File: src/rtl/core_seq_ctrl.sv
// Multi-cycle sequencer for the RV32I core: fetch/decode/exec/mem/wb
// control, memory handshakes, instret and halt/trap detection.
module core_seq_ctrl #(
    parameter int MEM_TIMEOUT = 16,
    parameter int CNT_W       = 32
) (
    input  logic             clk,
    input  logic             rst_n,
    input  logic             imem_ack,
    input  logic             dmem_ack,
    input  logic             is_alu,
    input  logic             is_lui,
    input  logic             is_load,
    input  logic             is_store,
    input  logic             is_branch,
    input  logic             is_jal,
    input  logic             is_jalr,
    input  logic             is_ecall,
    input  logic             br_taken,
    output logic             imem_req,
    output logic             dmem_req,
    output logic             dmem_we,
    output logic             ir_we,
    output logic             rf_we,
    output logic             pc_we,
    output logic [1:0]       pc_sel,
    output logic [1:0]       wb_sel,
    output logic             halted,
    output logic             trap,
    output logic [1:0]       trap_cause,
    output logic [CNT_W-1:0] instret
);

    typedef enum logic [2:0] {
        S_FETCH, S_DECODE, S_EXEC, S_MEM, S_WB, S_HALT, S_TRAP
    } state_t;

    localparam int            TW   = $clog2(MEM_TIMEOUT + 1);
    localparam logic [TW-1:0] TMAX = TW'(MEM_TIMEOUT - 1);

    state_t           state_q, state_d;
    logic [TW-1:0]    wcnt_q, wcnt_d;
    logic [1:0]       cause_q, cause_d;
    logic [CNT_W-1:0] instret_q, instret_d;
    logic [7:0]       flags;
    logic             wb_act;

    assign flags = {is_ecall, is_jalr, is_jal, is_branch,
                    is_store, is_load, is_lui, is_alu};

    always_ff @(posedge clk or negedge rst_n) begin
        if (!rst_n) begin
            state_q   <= S_FETCH;
            wcnt_q    <= '0;
            cause_q   <= 2'b00;
            instret_q <= '0;
        end else begin
            state_q   <= state_d;
            wcnt_q    <= wcnt_d;
            cause_q   <= cause_d;
            instret_q <= instret_d;
        end
    end

    // Wait counter defaults to 0 so every state change clears it.
    always_comb begin
        state_d   = state_q;
        wcnt_d    = '0;
        cause_d   = cause_q;
        instret_d = instret_q;
        unique case (state_q)
            S_FETCH: begin
                if (imem_ack) begin
                    state_d = S_DECODE;
                end else if (wcnt_q == TMAX) begin
                    state_d = S_TRAP;
                    cause_d = 2'b01;
                end else begin
                    wcnt_d = wcnt_q + TW'(1);
                end
            end
            S_DECODE: begin
                if (is_ecall) begin
                    state_d = S_HALT;
                end else if (!$onehot(flags)) begin
                    state_d = S_TRAP;
                    cause_d = 2'b10;
                end else begin
                    state_d = S_EXEC;
                end
            end
            S_EXEC: begin
                state_d = (is_load || is_store) ? S_MEM : S_WB;
            end
            S_MEM: begin
                if (dmem_ack) begin
                    state_d = S_WB;
                end else if (wcnt_q == TMAX) begin
                    state_d = S_TRAP;
                    cause_d = 2'b01;
                end else begin
                    wcnt_d = wcnt_q + TW'(1);
                end
            end
            S_WB: begin
                instret_d = instret_q + CNT_W'(1);
                state_d   = S_FETCH;
            end
            S_HALT, S_TRAP: begin
                state_d = state_q;
            end
            default: state_d = S_FETCH;
        endcase
    end

    // Strobes are gated by rst_n so they fall immediately on reset.
    always_comb begin
        imem_req = rst_n && (state_q == S_FETCH);
        dmem_req = rst_n && (state_q == S_MEM);
        wb_act   = rst_n && (state_q == S_WB);
        ir_we    = imem_req && imem_ack;
        dmem_we  = dmem_req && is_store;
        pc_we    = wb_act;
        rf_we    = wb_act && (is_alu || is_lui || is_load
                              || is_jal || is_jalr);
        pc_sel   = 2'b00;
        wb_sel   = 2'b00;
        if (wb_act) begin
            if (is_jal)                    pc_sel = 2'b10;
            else if (is_jalr)              pc_sel = 2'b11;
            else if (is_branch && br_taken) pc_sel = 2'b01;
            if (is_load)                   wb_sel = 2'b01;
            else if (is_jal || is_jalr)    wb_sel = 2'b10;
            else if (is_lui)               wb_sel = 2'b11;
        end
    end

    assign halted     = (state_q == S_HALT);
    assign trap       = (state_q == S_TRAP);
    assign trap_cause = cause_q;
    assign instret    = instret_q;

endmodule

File: config.mk
export PLATFORM = sky130hd
export DESIGN_NAME = core_seq_ctrl
export DESIGN_NICKNAME = d
export VERILOG_FILES = /design/src/rtl/core_seq_ctrl.sv
export SDC_FILE = /design/constraint.sdc
export NUM_CORES = 1
export LEC_CHECK = 0
export ABC_AREA = 1
export BUFFER_PORTS_ARGS = -buffer_cell sky130_fd_sc_hd__buf_2
export CAP_MARGIN = 10
export CELL_PAD_IN_SITES_DETAIL_PLACEMENT = 1
export CELL_PAD_IN_SITES_GLOBAL_PLACEMENT = 1
export CORE_MARGIN = 2
export CORE_UTILIZATION = 30
export DETAILED_ROUTE_END_ITERATION = 16
export PLACE_DENSITY = 0.74
export SLEW_MARGIN = 20
export SYNTH_ARGS = -nofsm -noshare
export SYNTH_HDL_FRONTEND = slang
export SYNTH_SLANG_ARGS = --single-unit
File: constraint.sdc
create_clock -name clk -period 3.3 [get_ports clk]
set_input_delay 0.165 -clock clk [delete_from_list [all_inputs] [get_ports clk]]
set_output_delay 0.165 -clock clk [all_outputs]
set_load 0.01 [all_outputs]
==> results of run 1 <==
power breakdown:
| group | switching, W | total, W | internal (W) |
|---|---|---|---|
| logic | 0.000343 | 0.000529 | 0.000185 |
| clock network | 0.000185 | 0.000328 | 0.000142 |
| registers | 0.0000846 | 0.000666 | 0.000581 |
| total | 0.000613 | 0.00152 | 0.000909 |
synthesized netlist by cell type (all sizes together):
cell type / instances / share of area, %
nor3b: 2 / 0.55
nor3: 7 / 1.5
xor2: 10 / 3.2
nor4: 2 / 0.46
a211oi: 1 / 0.27
o2111ai: 1 / 0.32
a21oi: 4 / 0.73
buf: 2 / 0.69
o211ai: 2 / 0.55
fa: 4 / 2.9
nand2: 129 / 18
inv: 56 / 7.7
nand3b: 3 / 0.82
dfrtp: 42 / 38
o21ai: 5 / 0.92
ha: 6 / 2.7
nand3: 20 / 4.5
xnor2: 11 / 3.5
nor2: 59 / 9.9
a31oi: 3 / 0.69
nand4: 7 / 1.8
layer usage:
metal | vias to the layer above | part of all wire (%) | GRT usage, % | wire [um]
met3 | 8 | 3.6 | 2.600 | 255
met1 | 1208 | 44 | 18.07 | 3171
met2 | 53 | 51 | 28.38 | 3609
li1 | 1293 | - | - | -
met5 | - | 0 | 0 | 0
met4 | 0 | 1.3 | 4.531 | 96
logic make-up after synthesis:
logic type               count (synthesis)
AO/OA/AOI/OAI                           16
AND/OR/NAND/NOR                        229
flip-flops                              42
buffers and inverters                   58
XOR/XNOR                                21
adder cells (fa/ha/maj)                 10
worst max-delay path: stages:
cell and delay, ns:
buf_2 0.10, inv_1 0.10, fa_1 0.44, fa_1 0.51, fa_1 0.41, inv_1 0.07
ha_1 0.16, inv_1 0.05, fa_1 0.48, nand2_1 0.05, nor2_1 0.13, nand3_1 0.09
nand2_1 0.10, nor2_1 0.06, nand2_1 0.06, nand2_1 0.05
worst max-delay path by stage:
stage,start,to
6_report,is_lui,trap_cause[0]$_DFFE_PN0P_
3_3_place_gp,is_lui,trap_cause[0]$_DFFE_PN0P_
2_1_floorplan,is_alu,trap_cause[0]$_DFFE_PN0P_
4_1_cts,is_lui,trap_cause[0]$_DFFE_PN0P_
3_5_place_dp,is_lui,trap_cause[0]$_DFFE_PN0P_
5_1_grt,is_lui,trap_cause[0]$_DFFE_PN0P_
layout make-up:
cell class	instances	area, um^2
Fill cell	1138	5539
Multi-Input combinational cell	276	1451
Sequential cell	42	1051
Timing Repair Buffer	59	297.8
Inverter	56	210.2
Tap cell	108	135.1
Clock buffer	5	68.82
Clock inverter	2	10.01
flip-flops by register name (all words and copies together), names as in the netlist:
name,count
trap_cause,2
wcnt_q,5
instret,32
state_q,3
per-stage QoR:
step / worst slack, ns / area (um^2) / util (%) / std cells
after floorplan: 0.3954 / 2731 / - / 376
after global placement: 0.2281 / 3146 / 35.89 / 541
after detailed placement: 0.09443 / 3146 / 35.89 / 541
after CTS: 0.4165 / 3224 / 36.79 / 548
after global routing: 0.2508 / 3224 / 36.79 / 548
final: 0.4411 / 3224 / 36.79 / 548
==> impl_metrics.toml, run 1 <==
[run_status]
status = "finished, violations left"
violations = "negative hold slack"

[cts]
cts_tree = "done"
cts_sinks = 42
cts_hold_buf = 0
cts_inserted_buffers = 5
cts_root_buf = "clkbuf_8"
worstSkewPairLatency_ns = 0.30
post_cts_resized = 0
clk_pin_slew_ns = 0.08
ctsHtreeMaxLevel = 2
post_cts_buffers = 0
cts_buffer_depth = 2

[synth]
synth_warnings = 0
synthesis.nets = 399
ys_ff_latch = 42
synth-xor-area-share_pct = 6.734
synth_top_family_by_area = "simple AND/OR/NAND/NOR gates"
synth-seq-area-share_pct = 38.48
synth-simple-area-share_pct = 37.24
synth_cells = 376
syn_avg_cell_area_um2 = 7.264
synth-compound-area-share_pct = 3.481
synthAdderAreaFrac_pct = 5.680
synthMuxAreaShare_pct = 0
yosysUniqueCellTypes = 31
syn_area_mm2 = 0.002731

[floorplan]
num_rows = 34
die_y_um = 99.42
die_w_um = 99.42
die_area_mm2 = 0.009883
io_pins = 59
initial_utilization_pct = 31.17
core_mm2 = 0.008763

[route]
wl_um = 7133
via_per_inst = 4.675
drc_errors = 0
first_iter_violations = 110
ant_nets = 0
vias = 2562
wl_per_cell_um = 13.02
dr.pass1.iters = 4

[timing]
rsz0062_at_grt = "false"
timing.hold.ws_ns = -0.02139
slew_headroom_pct = 63.17
skew_ns = 0.006431
slew_viol_final = 0
hold_viol = 16
tns_ns = 0
worstMarginPinSlew_ns = 0.5495
clock.fmax_mhz = 349.8
fin_crit_ns = 2.859
period_share_pct = 86.63
setup_violations = 0

[placed_design]
dpl.hpwl_um = 5808
place.gp.congestion = 0.7751
port_buffers = 58

[global_routing]
grt_usage_pct = 15.33
grt_pass1_vias = 2702
grt_overflow = 0
grt_pass1_wl_um = 12310
antenna_found_initial = 0
grt_start_max_net_pins = 43

[critical_path]
rrSetupSlack_ns = 1.61
crit_type = "primary input to flip-flop"
r2r_cells = 8
endpoint_kind = "flip-flop"
reg2reg_to = "instret[25]$_DFFE_PN0N_"
cp_max_fo = 3
worstPathRequired_ns = 3.48
timing.rr.start = "state_q[0]$_DFFE_PN0N_"
cp-start-kind = "primary input"
arrival_ns = 3.04

[power]
p_leak_nw = 1.717
p_per_area_mw_per_mm2 = 472.2
finalPower_w = 0.001522
ir_drop_v = 0.0001515

[finish]
drive_gt1_share_pct = 18.41
nNetsFinal = 463
area_growth_pct = 18.05
final_common_cell = "nand2_1"
antenna_cells = 0
final_cell_mix = "nand2_1 (129), buf_2 (58), inv_1 (54)"

[hold_path]
holdCritPathClass = "primary input to async pin"

[run]
maxCapViolations = 0
(Power assumes the default switching activity.)
==> inputs of run 2 (changes only) <==
Settings changed: RECOVER_POWER from default to 100.
==> run 2 against run 1 <==
  * The flow finishes with violations (max-capacitance violations, max-slew violations)
  * Clock skew decreased by 0.0030 ns
  * Sequential power decreased by 1%
  * Non-clock buffer count unchanged
  * Routed wire length increased by 0.67%
  * Critical path type unchanged
  * Highest routed layer unchanged
==> impl_metrics.toml, run 2 (synthesized netlist as in run 1, its figures left out) <==
[run_status]
status = "finished, violations left"
violations = "max-capacitance violations, max-slew violations"

[route]
first_iter_violations = 97
via_per_inst = 4.655
ant_nets = 0
vias = 2551
dr.pass1.iters = 4
wl_um = 7181
drc_errors = 0
wl_per_cell_um = 13.10

[critical_path]
crit_type = "primary input to flip-flop"
arrival_ns = 3.05
timing.rr.start = "state_q[1]$_DFFE_PN0N_"
cp-start-kind = "primary input"
crit_cells = 16
reg2reg_to = "instret[25]$_DFFE_PN0N_"
endpoint_kind = "flip-flop"
slowest_stage = "fa_1"
worstPathRequired_ns = 3.48
crit_end = "trap_cause[0]$_DFFE_PN0P_"
rrSetupSlack_ns = 0.91
r2r_cells = 8
crit_chain = "clkbuf_1 -> inv_1 -> fa_1 -> fa_1 -> fa_1 -> inv_1 -> ha_1 -> inv_1 -> fa_1 -> nand2_1 -> nor2_1 -> nand3_1 -> nand2_1 -> nor2_1 -> nand2_1 -> nand2_1"
cpLargestDelayFamily = "adder cells"
cp_num_buf_inv = 4
startpoint = "is_lui"
crit_path_max_incr_delay_ns = 0.51
cp_max_fo = 3

[cts]
cts_root_buf = "clkbuf_8"
cts_tree = "done"
post_cts_buffers = 0
worstSkewPairLatency_ns = 0.30
cts_sinks = 42
ctsHtreeMaxLevel = 2
cts_inserted_buffers = 5
cts_hold_buf = 0
clk_pin_slew_ns = 0.08
cts_buffer_depth = 2
post_cts_resized = 0

[placed_design]
pre_cts_ws_ns = 0.09443
place_area_mm2 = 0.003146
port_buffers = 58
dp.cells = 541
place.gp.congestion = 0.7751
dpl.hpwl_um = 5808

[global_routing]
grt_start_max_net_pins = 43
grt_pass1_wl_um = 12310
grt_pass1_vias = 2702
grt_usage_pct = 15.33
grt_overflow = 0
antenna_found_initial = 0

[timing]
tns_ns = 0
setup_ws_ns = 0.4387
setup_violations = 0
period_share_pct = 86.71
worstMarginPinSlew_ns = 2.297
clock.fmax_mhz = 349.5
rsz0062_at_grt = "false"
slew_headroom_pct = -53.14
skew_ns = 0.003440
hold_viol = 0
fin_crit_ns = 2.861
slew_viol_final = 43

[finish]
final_common_cell = "nand2_1"
area_growth_pct = 12.83
antenna_cells = 0
fill_cells = 1159
final_cell_area_mm2 = 0.003082
largest_reg_flops = 32
nNetsFinal = 463
drive_gt1_share_pct = 4.318
instances_no_fill = 548
final_cell_mix = "nand2_1 (129), nor2_1 (58), inv_1 (56)"
final_util_pct = 35.17

[hold_path]
hold_start = "is_ecall"
holdCritPathClass = "primary input to flip-flop"

[power]
p_per_area_mw_per_mm2 = 475.7
ir_drop_v = 0.0001476
p_leak_nw = 1.479

[floorplan]
io_pins = 59
die_area_mm2 = 0.009883
num_rows = 34
initial_utilization_pct = 31.17
die_y_um = 99.42
die_w_um = 99.42
core_mm2 = 0.008763

[run]
maxCapViolations = 1
==> run 2: cell types whose count changed in the layout (fill, tap and decap cells not counted), moves of 2 or more <==
| cell | previous run | this run |
|---|---|---|
| clkbuf_1 | 0 | 48 |
| buf_2 | 58 | 11 |
| nor2_1 | 51 | 58 |
| nand3_1 | 17 | 20 |
| nor2_2 | 4 | 1 |
| nor2_4 | 3 | 0 |
| inv_1 | 54 | 56 |
| inv_2 | 2 | 0 |
| nand3_2 | 2 | 0 |
==> run 2: final cells by class <==
cell class | instances | area [um^2] | share of cell area (%)
well taps | 108 | 135.1 | 4.385
flip-flops and latches | 42 | 1051 | 34.10
clock buffers | 5 | 68.82 | 2.233
multi-input cells | 276 | 1371 | 44.50
repair buffers | 59 | 235.2 | 7.633
clock inverters | 2 | 10.01 | 0.3248
inverters | 56 | 210.2 | 6.821
==> run 2: worst min-delay path by stage <==
stage	to	slack [ns]	depth (start not counted)
2_1_floorplan	instret[0]$_DFFE_PN0N_	-0.13	0
6_report	state_q[1]$_DFFE_PN0N_	0.17	2
3_3_place_gp	instret[6]$_DFFE_PN0N_	0.34	2
3_5_place_dp	instret[9]$_DFFE_PN0N_	0.34	2
4_1_cts	instret[9]$_DFFE_PN0N_	0.01	2
5_1_grt	state_q[1]$_DFFE_PN0N_	0.16	2
==> run 2: worst register-to-register path, delay by kind of cell, from the launching register on <==
family	cells	cell delay [ns]
AND/OR/NAND/NOR	7	1.71
flip-flops	1	0.44
buffers and inverters	1	0.13
==> run 2: metal layers <==
metal / share of wire (%) / track usage (%) / up-vias
li1: - / - / 1286
met1: 45 / 18.07 / 1207
met2: 50 / 28.38 / 51
met3: 3.6 / 2.600 / 7
met4: 1.2 / 4.531 / 0
met5: 0 / 0 / -
==> run 2: report_power, final <==
| part | internal (W) | leakage, nW | switching (W) | total (W) |
|---|---|---|---|---|
| clock | 0.000142 | 0.0438 | 0.000186 | 0.000329 |
| combinational | 0.000157 | 0.863 | 0.000321 | 0.000478 |
| sequential | 0.000582 | 0.572 | 0.0000778 | 0.000659 |
==> run 2: metrics by stage <==
stage / power (W) / hold slack (ns)
6_report: 0.001466 / 0.1719
3_5_place_dp: 0.001220 / 0.3371
3_3_place_gp: 0.001202 / 0.3357
5_1_grt: 0.001587 / 0.1572
4_1_cts: 0.001554 / 0.01115
2_1_floorplan: 0.001045 / -0.1306
